<file path="src/rtl/huffman_symbol_buffer.sv">
`default_nettype none
// ============================================================================
// Module   : huffman_symbol_buffer
// Purpose  : Output stage of the serial Huffman decoder. Samples the 3-bit
//            decoder symbol every clock, queues symbols 1..6 in a small
//            show-ahead FIFO drained by a valid/ready consumer, and keeps a
//            saturating accepted-symbol counter plus sticky overflow and
//            illegal-code status flags.
// Revision : 1.0 - initial release
// ----------------------------------------------------------------------------
// Ports
//   clk        in   1       clock, all state updates on the rising edge
//   reset      in   1       asynchronous active-high reset
//   sym_in     in   3       0 = idle, 1..6 = symbol, 7 = illegal code
//   clr        in   1       synchronous clear of sym_total / overflow / illegal
//   out_data   out  3       head-of-FIFO symbol, 0 when empty
//   out_valid  out  1       FIFO holds at least one symbol
//   out_ready  in   1       consumer takes out_data at the edge when valid
//   level      out  AW+1    occupancy, 0..DEPTH
//   sym_total  out  CNT_W   symbols written into the FIFO, saturating
//   overflow   out  1       sticky: a symbol was dropped on a full FIFO
//   illegal    out  1       sticky: code 7 was observed on sym_in
// ============================================================================
module huffman_symbol_buffer #(
  parameter int DEPTH = 8,
  parameter int CNT_W = 16
) (
  input  logic                         clk,
  input  logic                         reset,
  input  logic [2:0]                   sym_in,
  input  logic                         clr,
  output logic [2:0]                   out_data,
  output logic                         out_valid,
  input  logic                         out_ready,
  output logic [$clog2(DEPTH):0]       level,
  output logic [CNT_W-1:0]             sym_total,
  output logic                         overflow,
  output logic                         illegal
);

  localparam int AW = $clog2(DEPTH);
  localparam int LW = AW + 1;
  localparam logic [LW-1:0]    C_FULL_LEVEL = LW'(DEPTH);
  localparam logic [CNT_W-1:0] C_CNT_MAX    = {CNT_W{1'b1}};
  localparam logic [2:0]       C_SYM_IDLE   = 3'd0;
  localparam logic [2:0]       C_SYM_ILLEGAL = 3'd7;

  // --------------------------------------------------------------------------
  // State
  // --------------------------------------------------------------------------
  logic [2:0]       mem_q [DEPTH];
  logic [2:0]       mem_d [DEPTH];
  logic [AW-1:0]    wr_ptr_q, wr_ptr_d;
  logic [AW-1:0]    rd_ptr_q, rd_ptr_d;
  logic [LW-1:0]    level_q, level_d;
  logic [CNT_W-1:0] sym_total_q, sym_total_d;
  logic             overflow_q, overflow_d;
  logic             illegal_q, illegal_d;

  // --------------------------------------------------------------------------
  // Event decode
  // --------------------------------------------------------------------------
  logic w_is_sym;
  logic w_is_illegal;
  logic w_empty;
  logic w_full;
  logic w_rd_fire;
  logic w_wr_fire;
  logic w_drop;

  assign w_is_sym     = (sym_in != C_SYM_IDLE) && (sym_in != C_SYM_ILLEGAL);
  assign w_is_illegal = (sym_in == C_SYM_ILLEGAL);
  assign w_empty      = (level_q == '0);
  assign w_full       = (level_q == C_FULL_LEVEL);

  // A read only counts when data is actually present; out_ready alone is
  // ignored on an empty FIFO.
  assign w_rd_fire = !w_empty && out_ready;

  // On a full FIFO the write may reuse the slot being freed by a
  // same-cycle read, so full-throughput streaming never drops symbols.
  assign w_wr_fire = w_is_sym && (!w_full || w_rd_fire);
  assign w_drop    = w_is_sym && !w_wr_fire;

  // --------------------------------------------------------------------------
  // Next-state logic
  // --------------------------------------------------------------------------
  always_comb begin
    for (int i = 0; i < DEPTH; i++) begin
      mem_d[i] = mem_q[i];
    end
    if (w_wr_fire) begin
      mem_d[wr_ptr_q] = sym_in;
    end
  end

  always_comb begin
    wr_ptr_d = wr_ptr_q;
    rd_ptr_d = rd_ptr_q;
    level_d  = level_q;

    // Pointers wrap naturally at DEPTH because DEPTH is a power of two.
    if (w_wr_fire) begin
      wr_ptr_d = wr_ptr_q + AW'(1);
    end
    if (w_rd_fire) begin
      rd_ptr_d = rd_ptr_q + AW'(1);
    end

    if (w_wr_fire && !w_rd_fire) begin
      level_d = level_q + LW'(1);
    end else if (w_rd_fire && !w_wr_fire) begin
      level_d = level_q - LW'(1);
    end
  end

  always_comb begin
    sym_total_d = sym_total_q;
    overflow_d  = overflow_q;
    illegal_d   = illegal_q;

    // clr wins over any same-cycle status event; the FIFO path above is
    // independent of clr, so a write in the clear cycle is still stored.
    if (clr) begin
      sym_total_d = '0;
      overflow_d  = 1'b0;
      illegal_d   = 1'b0;
    end else begin
      if (w_wr_fire && (sym_total_q != C_CNT_MAX)) begin
        sym_total_d = sym_total_q + CNT_W'(1);
      end
      if (w_drop) begin
        overflow_d = 1'b1;
      end
      if (w_is_illegal) begin
        illegal_d = 1'b1;
      end
    end
  end

  // --------------------------------------------------------------------------
  // Registers
  // --------------------------------------------------------------------------
  // Storage is not reset: out_data is masked by level, so stale contents
  // are never visible.
  always_ff @(posedge clk) begin
    for (int i = 0; i < DEPTH; i++) begin
      mem_q[i] <= mem_d[i];
    end
  end

  always_ff @(posedge clk or posedge reset) begin
    if (reset) begin
      wr_ptr_q    <= '0;
      rd_ptr_q    <= '0;
      level_q     <= '0;
      sym_total_q <= '0;
      overflow_q  <= 1'b0;
      illegal_q   <= 1'b0;
    end else begin
      wr_ptr_q    <= wr_ptr_d;
      rd_ptr_q    <= rd_ptr_d;
      level_q     <= level_d;
      sym_total_q <= sym_total_d;
      overflow_q  <= overflow_d;
      illegal_q   <= illegal_d;
    end
  end

  // --------------------------------------------------------------------------
  // Outputs - driven only from registers, so no path from sym_in/out_ready.
  // --------------------------------------------------------------------------
  assign out_valid = !w_empty;
  assign out_data  = w_empty ? 3'd0 : mem_q[rd_ptr_q];
  assign level     = level_q;
  assign sym_total = sym_total_q;
  assign overflow  = overflow_q;
  assign illegal   = illegal_q;

endmodule
`default_nettype wire
</file>
<file path="config.mk">
export PLATFORM = sky130hd
export DESIGN_NAME = huffman_symbol_buffer
export DESIGN_NICKNAME = d
export VERILOG_FILES = /design/src/rtl/huffman_symbol_buffer.sv
export SDC_FILE = /design/constraint.sdc
export NUM_CORES = 1
export LEC_CHECK = 0
export CORE_MARGIN = 3
export CORE_UTILIZATION = 54
export CTS_CLUSTER_SIZE = 16
export DETAILED_ROUTE_END_ITERATION = 16
export GPL_TIMING_DRIVEN = 0
export PLACE_DENSITY = 0.82
export SYNTH_ARGS = -nofsm -noshare
export SYNTH_HDL_FRONTEND = slang
export SYNTH_SLANG_ARGS = --single-unit
</file>
<file path="constraint.sdc">
create_clock -name clk -period 2.7 [get_ports clk]
set_input_delay 0.81 -clock clk [delete_from_list [all_inputs] [get_ports clk]]
set_output_delay 0.81 -clock clk [all_outputs]
set_load 0.1 [all_outputs]
</file>
* After elaboration in Yosys (flattened, before gate mapping) *
Memories as Yosys holds them, arrays and structs flattened.
Cells that the tools add are included.

cells by class
  reductions and logical operators = 19
  div/mod/pow operators = 0
  equal/unequal tests = 4
  shift-type cells = 0
  muxes and demuxes = 13
  bitwise operators = 1
  add/sub/neg operators = 5
  $mul = 0
  $lt $le $gt $ge = 2

operators with widths
  operator                 number
  $mux W16                 2
  $bwmux W24               1
  $mux W24                 1
  $add A16 B1 Y16 const B  1
  $ne A16 B16 Y1 const B   1
  $demux W3 S3             1
  $logic_and A1 B1 Y1      8
  $mux W4                  2
  $reduce_bool A2 Y1       4
  $add A3 B1 Y3 const B    2
  $mux W3                  2
  $add A4 B1 Y4 const B    1
  $eq A4 B4 Y1 const B     1
  $ge A4 B4 Y1 const B     1
  $logic_not A1 Y1         4
  $logic_not A4 Y1         1
  $lt A4 B1 Y1 const B     1
  $mux W1                  4
  $not A3 Y4               1
  $sub A4 B1 Y4 const B    1
  $eq A3 B3 Y1 const B     1
  $ne A3 B3 Y1 const B     1
  $reduce_bool A3 Y1       1
  $logic_or A1 B1 Y1       1

storage, ports and cells
  memories kept = 1
  bits in writable memories = 24
  ROM bits = 0
  bits in registers = 28
  output and inout port bits = 26
  bits in latches = 0

memories
  name   depth  bits a word  read ports  clocked after memory_dff  wr ports  RTL line  RTL
  mem_q  8      3            9           0                         8         51        logic [2:0] mem_q [DEPTH];

* Logic depth before layout (Yosys ltp) *
Gate-level depths: netlist of run 1.

  depth after elaboration = 9
  gate-level depth with buffers = 13
  gate-level depth less buffers = 12

* Worst setup path after synthesis of run 1 *
No wires, ideal clock.

  path type = register to register
  start = register level_q[0] (netlist: level[0])
  end = register level_q[3] (netlist: level[3])
  slack = -0.903 ns
  stages on the path, launching flop included = 12
  setup time = 0.164 ns
  required time = 2.536 ns
  period minus slack after synthesis = 3.603 ns
  arrival time = 3.440 ns
  path through = dfrtp_1 -> nor4_1 -> inv_1 -> nand2_1 -> ha_1 -> inv_1 -> ha_1 -> a21o_2 -> a21oi_1 -> xnor2_1 -> nor2_1 -> xor2_1

between the ends
  cells in the longest elaborated chain, start to end = 8

ends and longest elaborated chain
  what                                 RTL line  RTL
  start, declared                      55        logic [LW-1:0] level_q, level_d;
  start signal, assigned               163       level_q <= level_d;
  $logic_not A4 Y1 *                   73        assign w_empty = (level_q == '0);
  $logic_not A1 Y1 *                   --
  net out_valid                        33        output logic out_valid,
  $logic_and A1 B1 Y1 *                78        assign w_rd_fire = !w_empty && out_ready;
  $logic_or A1 B1 Y1                   82        assign w_wr_fire = w_is_sym && (!w_full || w_rd_fire);
  $logic_and A1 B1 Y1                  82
  $logic_not A1 Y1                     112       end else if (w_rd_fire && !w_wr_fire) begin
  $logic_and A1 B1 Y1                  112
  $reduce_bool A2 Y1 (no source line)  --

The timed path passes the listed nets; every way through them passes the cells marked *. The select of a mux whose other input is x is not followed.
A chain may end at the register's enable or synchronous reset.

* Worst setup path in the final report of run 1 *
  start = register overflow_q (netlist: overflow)
  end = output overflow

RTL lines
  what                    RTL line  RTL
  start, declared         57        logic overflow_q, overflow_d;
  start signal, assigned  165       overflow_q <= overflow_d;
  end, declared           37        output logic overflow,

No word-level cell between the ends.

==> key figures, run 1 <==
Global routing
  – Tot GR Track Use: 0.200
  – Vias in the first global route: 1,733
  – Initial antenna violation count: 0
  – First-pass GRT wire length: 8350 um
  – Grt ovf: 0
  – Largest net degree at the start of global routing: 29

Logic synthesis
  – Area fraction in compound gates after synthesis: 0.0556
  – Synth Instances: 206
  – Post-Syn Area: 2500 um2
  – Syn Area/Cell: 12.1 um2
  – Multiplexer share of the synthesized area: 0.0886
  – Post-synthesis cell type count: 37
  – Area share of and/or/nand/nor cells after synthesis: 0.178
  – Syn nets: 220
  – Synthesis-stage register bit count: 52
  – Adder-cell share of the synthesized area: 0.0380
  – Xor and xnor fraction of the mapped netlist area: 0.0455
  – Largest family of logic cells by synthesized area: simple AND/OR/NAND/NOR gates
  – Yosys warning count: 0
  – Sequential area share after synthesis: 0.569

Clock network
  – Worst-path clk slew: 0.10 ns
  – Total CTS buffers: 5
  – Clock root cell: clkbuf_8
  – Clock sink count: 52
  – Worst skew pair latency: 0.31 ns
  – Clock Path Buffers: 2
  – CTS tree: built
  – Htree depth: 2

Cells and area
  – Area grow syn2layout: 26.8%
  – Inserted Diodes: 0
  – Layout cell share with drive strength beyond 1: 0.219
  – Fillcell total: 295
  – Fin nets: 264
  – Most frequent cells in the layout: 24 x dfrtp_1, 24 x edfxtp_1, 16 x nand2_1
  – Fin area: 3170 um2

Power
  – Lkg Pwr: 0.00134 uW
  – Pwr dens: 1100 nW/um2
  – Post-layout power: 3500 uW
  – Max VDD drop: 0.527 mV

Routing
  – Initial drt markers: 143
  – Via/cell ratio: 5.87
  – # DRC: 0
  – DR WL/cell: 17.0 um
  – 1st-pass router iterations: 4
  – ANT nets after route: 0
  – Via Count: 1,778
  – Routed wire length: 5170 um

Timing
  – Worst Tran Pin Value: 1.09 ns
  – Final period util: 0.977
  – Sum Neg Setup Slack: 0 ns
  – Final Setup Violations: 0
  – Pins Over Slew Limit: 0
  – Fmax: 0.379 GHz
  – Rel. slew slack: 0.274
  – Fin. Hold Viols: 0
  – Min cycle time layout: 2.64 ns
  – RSZ-0062 raised after global routing: no
  – Setup Skew: 0.0142 ns

Placed design
  – PortBufs: 32
  – Dpl cell area: 2980 um2
  – Final HPWL from detailed placement: 3520 um
  – Gpl congestion: 0.839

Floorplan
  – Initial core utilization: 0.566
  – Core ar.: 4410 um2
  – Top-level port count: 33
  – Chip height: 74.0 um
  – Rows: 24
  – Die area: 5480 um2
  – Die W: 74.0 um

Setup path
  – Worst-path maximum fanout: 2
  – Worst path max stage delay: 1.14 ns
  – Worst setup EP type: primary output
  – CP startpoint kind: register
  – WP data required: 1.89 ns
  – Top delay family on crit path: buffers and inverters
  – Worst path cell trace: clkdlybuf4s50_1
  – CP Data Arrival Time: 1.83 ns
  – Buf/Inv on CP: 1
  – Crit path kind: register to primary output
  – CP max-delay cell: clkdlybuf4s50_1

Flow run
  – Max-Cap Viols: 0

Outcome
  – Status: finished, final reports clean

Hold path
  – Hold Path Class: register to register
layer usage:
layer  part of all wire  track usage
met5                  0            0
met2               0.49        0.319
met1               0.46        0.283
met3              0.037       0.0324
met4              0.012       0.0664
cell families after synthesis:
kind of cell | count (synthesis)
AND/OR/NAND/NOR | 82
flip-flops | 52
AO/OA/AOI/OAI | 23
buffers and inverters | 15
multiplexers | 14
XOR/XNOR | 13
adder cells (fa/ha/maj) | 7
timing repair:
item                       CTS  global route
hold buffers                 0             0
cloned                       0             0
setup endpoints to repair   31             9
pin swaps                    1             7
setup buffers                3             3
hold endpoints to repair     0             0
gates resized for setup     58            18
cell type report:
class | instances | area [um2] | area share
inverters | 7 | 38.8 | 0.0122
clock buffers | 6 | 72.6 | 0.0229
well taps | 52 | 65.1 | 0.0205
clock inverters | 2 | 60.1 | 0.0189
flip-flops and latches | 52 | 1430 | 0.451
multi-input cells | 139 | 1090 | 0.343
repair buffers | 38 | 360 | 0.114
plain buffers | 7 | 56.3 | 0.0178
sequential cells by signal, summed over array words and instances (netlist names):
register,cells
illegal,1
mem_q,24
rd_ptr_q,3
overflow,1
sym_total,16
wr_ptr_q,3
level,4
worst paths after layout:
path	startpoint	end	slack (ns)	cells after the start
max	overflow$_DFFE_PP0P_	overflow	0.06	1
min	illegal$_DFFE_PP0P_	illegal$_DFFE_PP0P_	0.53	2
max reg2reg	level[1]$_DFFE_PP0P_	level[3]$_DFFE_PP0P_	0.20	11
min reg2reg	illegal$_DFFE_PP0P_	illegal$_DFFE_PP0P_	0.53	2
max in group asynchronous	reset	level[1]$_DFFE_PP0P_	0.85	2
min in group asynchronous	reset	sym_total[11]$_DFFE_PP0P_	1.07	2
worst reg2reg max path: cells and delay by family, from the launching register on:
family	cells	cell delay, ns
AOI/OAI and AO/OA	2	0.33
xor gates and xnor gates	2	0.29
adders and majority gates	2	0.39
buffers and inverters	2	0.10
DFF	1	0.54
and+or+nand+nor	3	0.75
synthesized netlist by cell type:
cell type | instances | area share
dfrtp_1 | 28 | 0.28
edfxtp_1 | 24 | 0.29
nand2_1 | 16 | 0.024
nor2_1 | 16 | 0.024
a21oi_1 | 12 | 0.024
xnor2_1 | 9 | 0.032
nand4_1 | 8 | 0.020
inv_1 | 7 | 0.011
nand3_1 | 7 | 0.014
or3_1 | 7 | 0.018
ha_1 | 6 | 0.030
mux4_2 | 6 | 0.054
o21ai_0 | 6 | 0.012
clkbuf_1 | 5 | 0.0075
mux2_2 | 5 | 0.023
nor4_1 | 5 | 0.013
nor3_1 | 4 | 0.0080
xor2_1 | 4 | 0.014
mux2i_1 | 3 | 0.012
nor2b_1 | 3 | 0.0075
nor4b_1 | 3 | 0.011
and2_1 | 2 | 0.0050
and3_1 | 2 | 0.0050
buf_1 | 2 | 0.0030
nor3b_1 | 2 | 0.0060
o31ai_1 | 2 | 0.0060
or4_1 | 2 | 0.0060
a211o_4 | 1 | 0.0070
a211oi_1 | 1 | 0.0030
a21o_2 | 1 | 0.0035
and3b_4 | 1 | 0.0050
and4_1 | 1 | 0.0035
buf_6 | 1 | 0.0045
fa_1 | 1 | 0.0080
nand2_2 | 1 | 0.0025
nand3b_1 | 1 | 0.0030
nor3_2 | 1 | 0.0040
where the power goes:
| part | internal, uW | total (uW) | switching, uW |
|---|---|---|---|
| registers | 1020 | 1190 | 173 |
| logic | 572 | 1680 | 1110 |
| clock network | 371 | 627 | 256 |
metrics by stage:
step	hold WS, ns	cells	utilization	setup slack [ns]
2_1_floorplan	0.524	206	-	-0.105
3_3_place_gp	0.507	290	0.675	-0.801
3_5_place_dp	0.511	290	0.675	-0.861
4_1_cts	0.532	301	0.703	0.000533
5_1_grt	0.574	303	0.718	0.00451
6_report	0.525	303	0.718	0.0612
Note: power is estimated with default switching activity, not from simulation.
==> inputs of run 2 (changes only) <==
--- a/config.mk
+++ b/config.mk
@@ -10,7 +10,8 @@
 export CTS_CLUSTER_SIZE = 16
 export DETAILED_ROUTE_END_ITERATION = 16
 export GPL_TIMING_DRIVEN = 0
-export PLACE_DENSITY = 0.82
+export MAX_ROUTING_LAYER = met4
+export PLACE_DENSITY = 0.78
 export SYNTH_ARGS = -nofsm -noshare
 export SYNTH_HDL_FRONTEND = slang
 export SYNTH_SLANG_ARGS = --single-unit
==> key figures, run 2 (same netlist as run 1, synthesis figures left out) <==
Setup path
  – R2R cell count: 11 (unchanged)
  – Internal reg-to-reg setup slack: 0.18 ns (was 0.20 ns)
  – R2R Path Start: level[1]$_DFFE_PP0P_ (unchanged)
  – CP Data Arrival Time: 1.81 ns (was 1.83 ns)
  – Buf/Inv on CP: 1 (unchanged)
  – Top delay family on crit path: buffers and inverters (unchanged)
  – CP startpoint kind: register (unchanged)
  – Worst-path maximum fanout: 2 (unchanged)
  – Worst path cell trace: clkdlybuf4s50_1 (unchanged)
  – WP data required: 1.89 ns (about the same)
  – Worst setup EP type: primary output (unchanged)
  – Crit path kind: register to primary output (unchanged)
  – CP max-delay cell: clkdlybuf4s50_1 (unchanged)
  – Worst R2R End: level[3]$_DFFE_PP0P_ (unchanged)
  – Worst path max stage delay: 1.13 ns (was 1.14 ns)

Cells and area
  – Layout cell share with drive strength beyond 1: 0.223 (was 0.219)
  – Multi-input gate area: 1090 um2 (unchanged)
  – Fin nets: 264 (unchanged)
  – Most frequent cells in the layout: 24 x edfxtp_1, 23 x dfrtp_1, 18 x dlygate4sd2_1 (was 24 x dfrtp_1, 24 x edfxtp_1, 16 x nand2_1)
  – Top reg by flops: mem_q (unchanged)
  – Max reg flops: 24 (unchanged)
  – Inserted Diodes: 0 (unchanged)
  – Fin area: 3110 um2 (was 3170 um2)
  – Fin cells: 303 (unchanged)
  – Register area: 1430 um2 (about the same)
  – Fillcell total: 325 (was 295)
  – Commonest non-fill, non-tap cell in the layout: edfxtp_1
  – Area grow syn2layout: 24.4% (was 26.8%)

Placed design
  – Dpl cell area: 2980 um2 (unchanged)
  – Gpl congestion: 0.907 (was 0.839)
  – Final HPWL from detailed placement: 3440 um (was 3520 um)
  – PortBufs: 32 (unchanged)
  – Pre-CTS setup slack: -0.846 ns (was -0.861 ns)
  – DP Cell Count: 290 (unchanged)

Routing
  – Via Count: 1,748 (was 1,778)
  – 1st-pass router iterations: 4 (unchanged)
  – DR WL/cell: 15.7 um (was 17.0 um)
  – Initial drt markers: 46 (was 143)
  – Via/cell ratio: 5.77 (was 5.87)
  – Routed wire length: 4770 um (was 5170 um)
  – ANT nets after route: 0 (unchanged)
  – # DRC: 0 (unchanged)

Flow run
  – Max-Cap Viols: 0 (unchanged)

Global routing
  – Initial antenna violation count: 0 (unchanged)
  – Vias in the first global route: 1,694 (was 1,733)
  – Grt ovf: 0 (unchanged)
  – Largest net degree at the start of global routing: 29 (unchanged)
  – Tot GR Track Use: 0.199 (was 0.200)
  – First-pass GRT wire length: 8040 um (was 8350 um)

Timing
  – Min cycle time layout: 2.62 ns (was 2.64 ns)
  – Fmax: 0.382 GHz (was 0.379 GHz)
  – Final period util: 0.970 (was 0.977)
  – Fin Hold WS: 0.518 ns (was 0.525 ns)
  – Setup Skew: 0.00598 ns (was 0.0142 ns)
  – Worst Slack Setup Final: 0.0804 ns (was 0.0612 ns)
  – RSZ-0062 raised after global routing: no (unchanged)
  – Final Setup Violations: 0 (unchanged)
  – Worst Tran Pin Value: 1.05 ns (was 1.09 ns)
  – Rel. slew slack: 0.301 (was 0.274)
  – Fin. Hold Viols: 0 (unchanged)
  – Pins Over Slew Limit: 0 (unchanged)

Clock network
  – Worst skew pair latency: 0.31 ns (about the same)
  – CTS tree: built (unchanged)
  – Clock Path Buffers: 2 (unchanged)
  – Worst-path clk slew: 0.10 ns (about the same)
  – Clock sink count: 52 (unchanged)
  – Total CTS buffers: 5 (unchanged)
  – Htree depth: 2 (unchanged)
  – Post-CTS Hold Fix Bufs: 0 (unchanged)
  – Clock root cell: clkbuf_8 (unchanged)

Power
  – Post-layout power: 3300 uW (was 3500 uW)
  – Pwr dens: 1060 nW/um2 (was 1100 nW/um2)
  – Max VDD drop: 0.548 mV (was 0.527 mV)
  – Lkg Pwr: 0.00127 uW (was 0.00134 uW)

Floorplan
  – Die area: 5480 um2 (unchanged)
  – Top-level port count: 33 (unchanged)
  – Rows: 24 (unchanged)
  – Initial core utilization: 0.566 (unchanged)
  – Die W: 74.0 um (unchanged)
  – Chip height: 74.0 um (unchanged)
  – Core ar.: 4410 um2 (unchanged)

Hold path
  – Start point of the worst hold path: illegal$_DFFE_PP0P_ (unchanged)
  – Hold path cells: 2 (unchanged)
  – Hold Path Class: register to register (unchanged)
  – Hold EP: illegal$_DFFE_PP0P_ (unchanged)

Outcome
  – Status: finished, final reports clean (unchanged)
## run 2: stage by stage
| step | utilization | TNS (ns) |
|---|---|---|
| 6_report | 0.704 | 0 |
| 5_1_grt | 0.704 | 0 |
| 4_1_cts | 0.692 | 0 |
| 3_5_place_dp | 0.675 | -12.04 |
| 3_3_place_gp | 0.675 | -10.02 |
| 2_1_floorplan | - | -0.105 |
## run 2: final cells by class
type / count / share of cell area
Tap cell: 52 / 0.0209
Inverter: 7 / 0.0117
Clock buffer: 5 / 0.0221
Clock inverter: 3 / 0.00885
Sequential cell: 52 / 0.460
Buffer: 7 / 0.0145
Multi-Input combinational cell: 139 / 0.350
Timing Repair Buffer: 38 / 0.112
## run 2: layer usage
layer	track usage	wire length, um	vias to the layer above
li1	-	-	842
met4	0.0543	55	0
met3	0.0405	212	5
met2	0.299	2310	43
met1	0.276	2200	858
met5	-	0	-
## run 2: worst max path at each step
| stage | start | slack [ns] | endpoint | cells after the start |
|---|---|---|---|---|
| 3_5_place_dp | sym_in[2] | -0.85 | level[3]$_DFFE_PP0P_ | 14 |
| 3_3_place_gp | sym_in[2] | -0.81 | level[3]$_DFFE_PP0P_ | 14 |
| 2_1_floorplan | sym_in[2] | -0.10 | level[3]$_DFFE_PP0P_ | 13 |
| 5_1_grt | sym_in[2] | 0.005 | level[3]$_DFFE_PP0P_ | 14 |
| 4_1_cts | sym_total[9]$_DFFE_PP0P_ | 0.001 | sym_total[9] | 1 |
| 6_report | overflow$_DFFE_PP0P_ | 0.08 | overflow | 1 |
## run 2: where the power goes
part	internal [uW]	leakage, uW	switching (uW)
logic	554	0.000643	1100
clock network	191	0.0000463	275
registers	1020	0.000581	170
total	1760	0.00127	1540
## run 2: what timing repair did
item                                   in CTS  in global routing
cloned                                      0                  0
setup endpoints to repair                  34                  6
pin swaps                                   1                  4
gates resized for setup                    58                 15
endpoints found under the hold margin       0                  0
buffers inserted                            4                  2
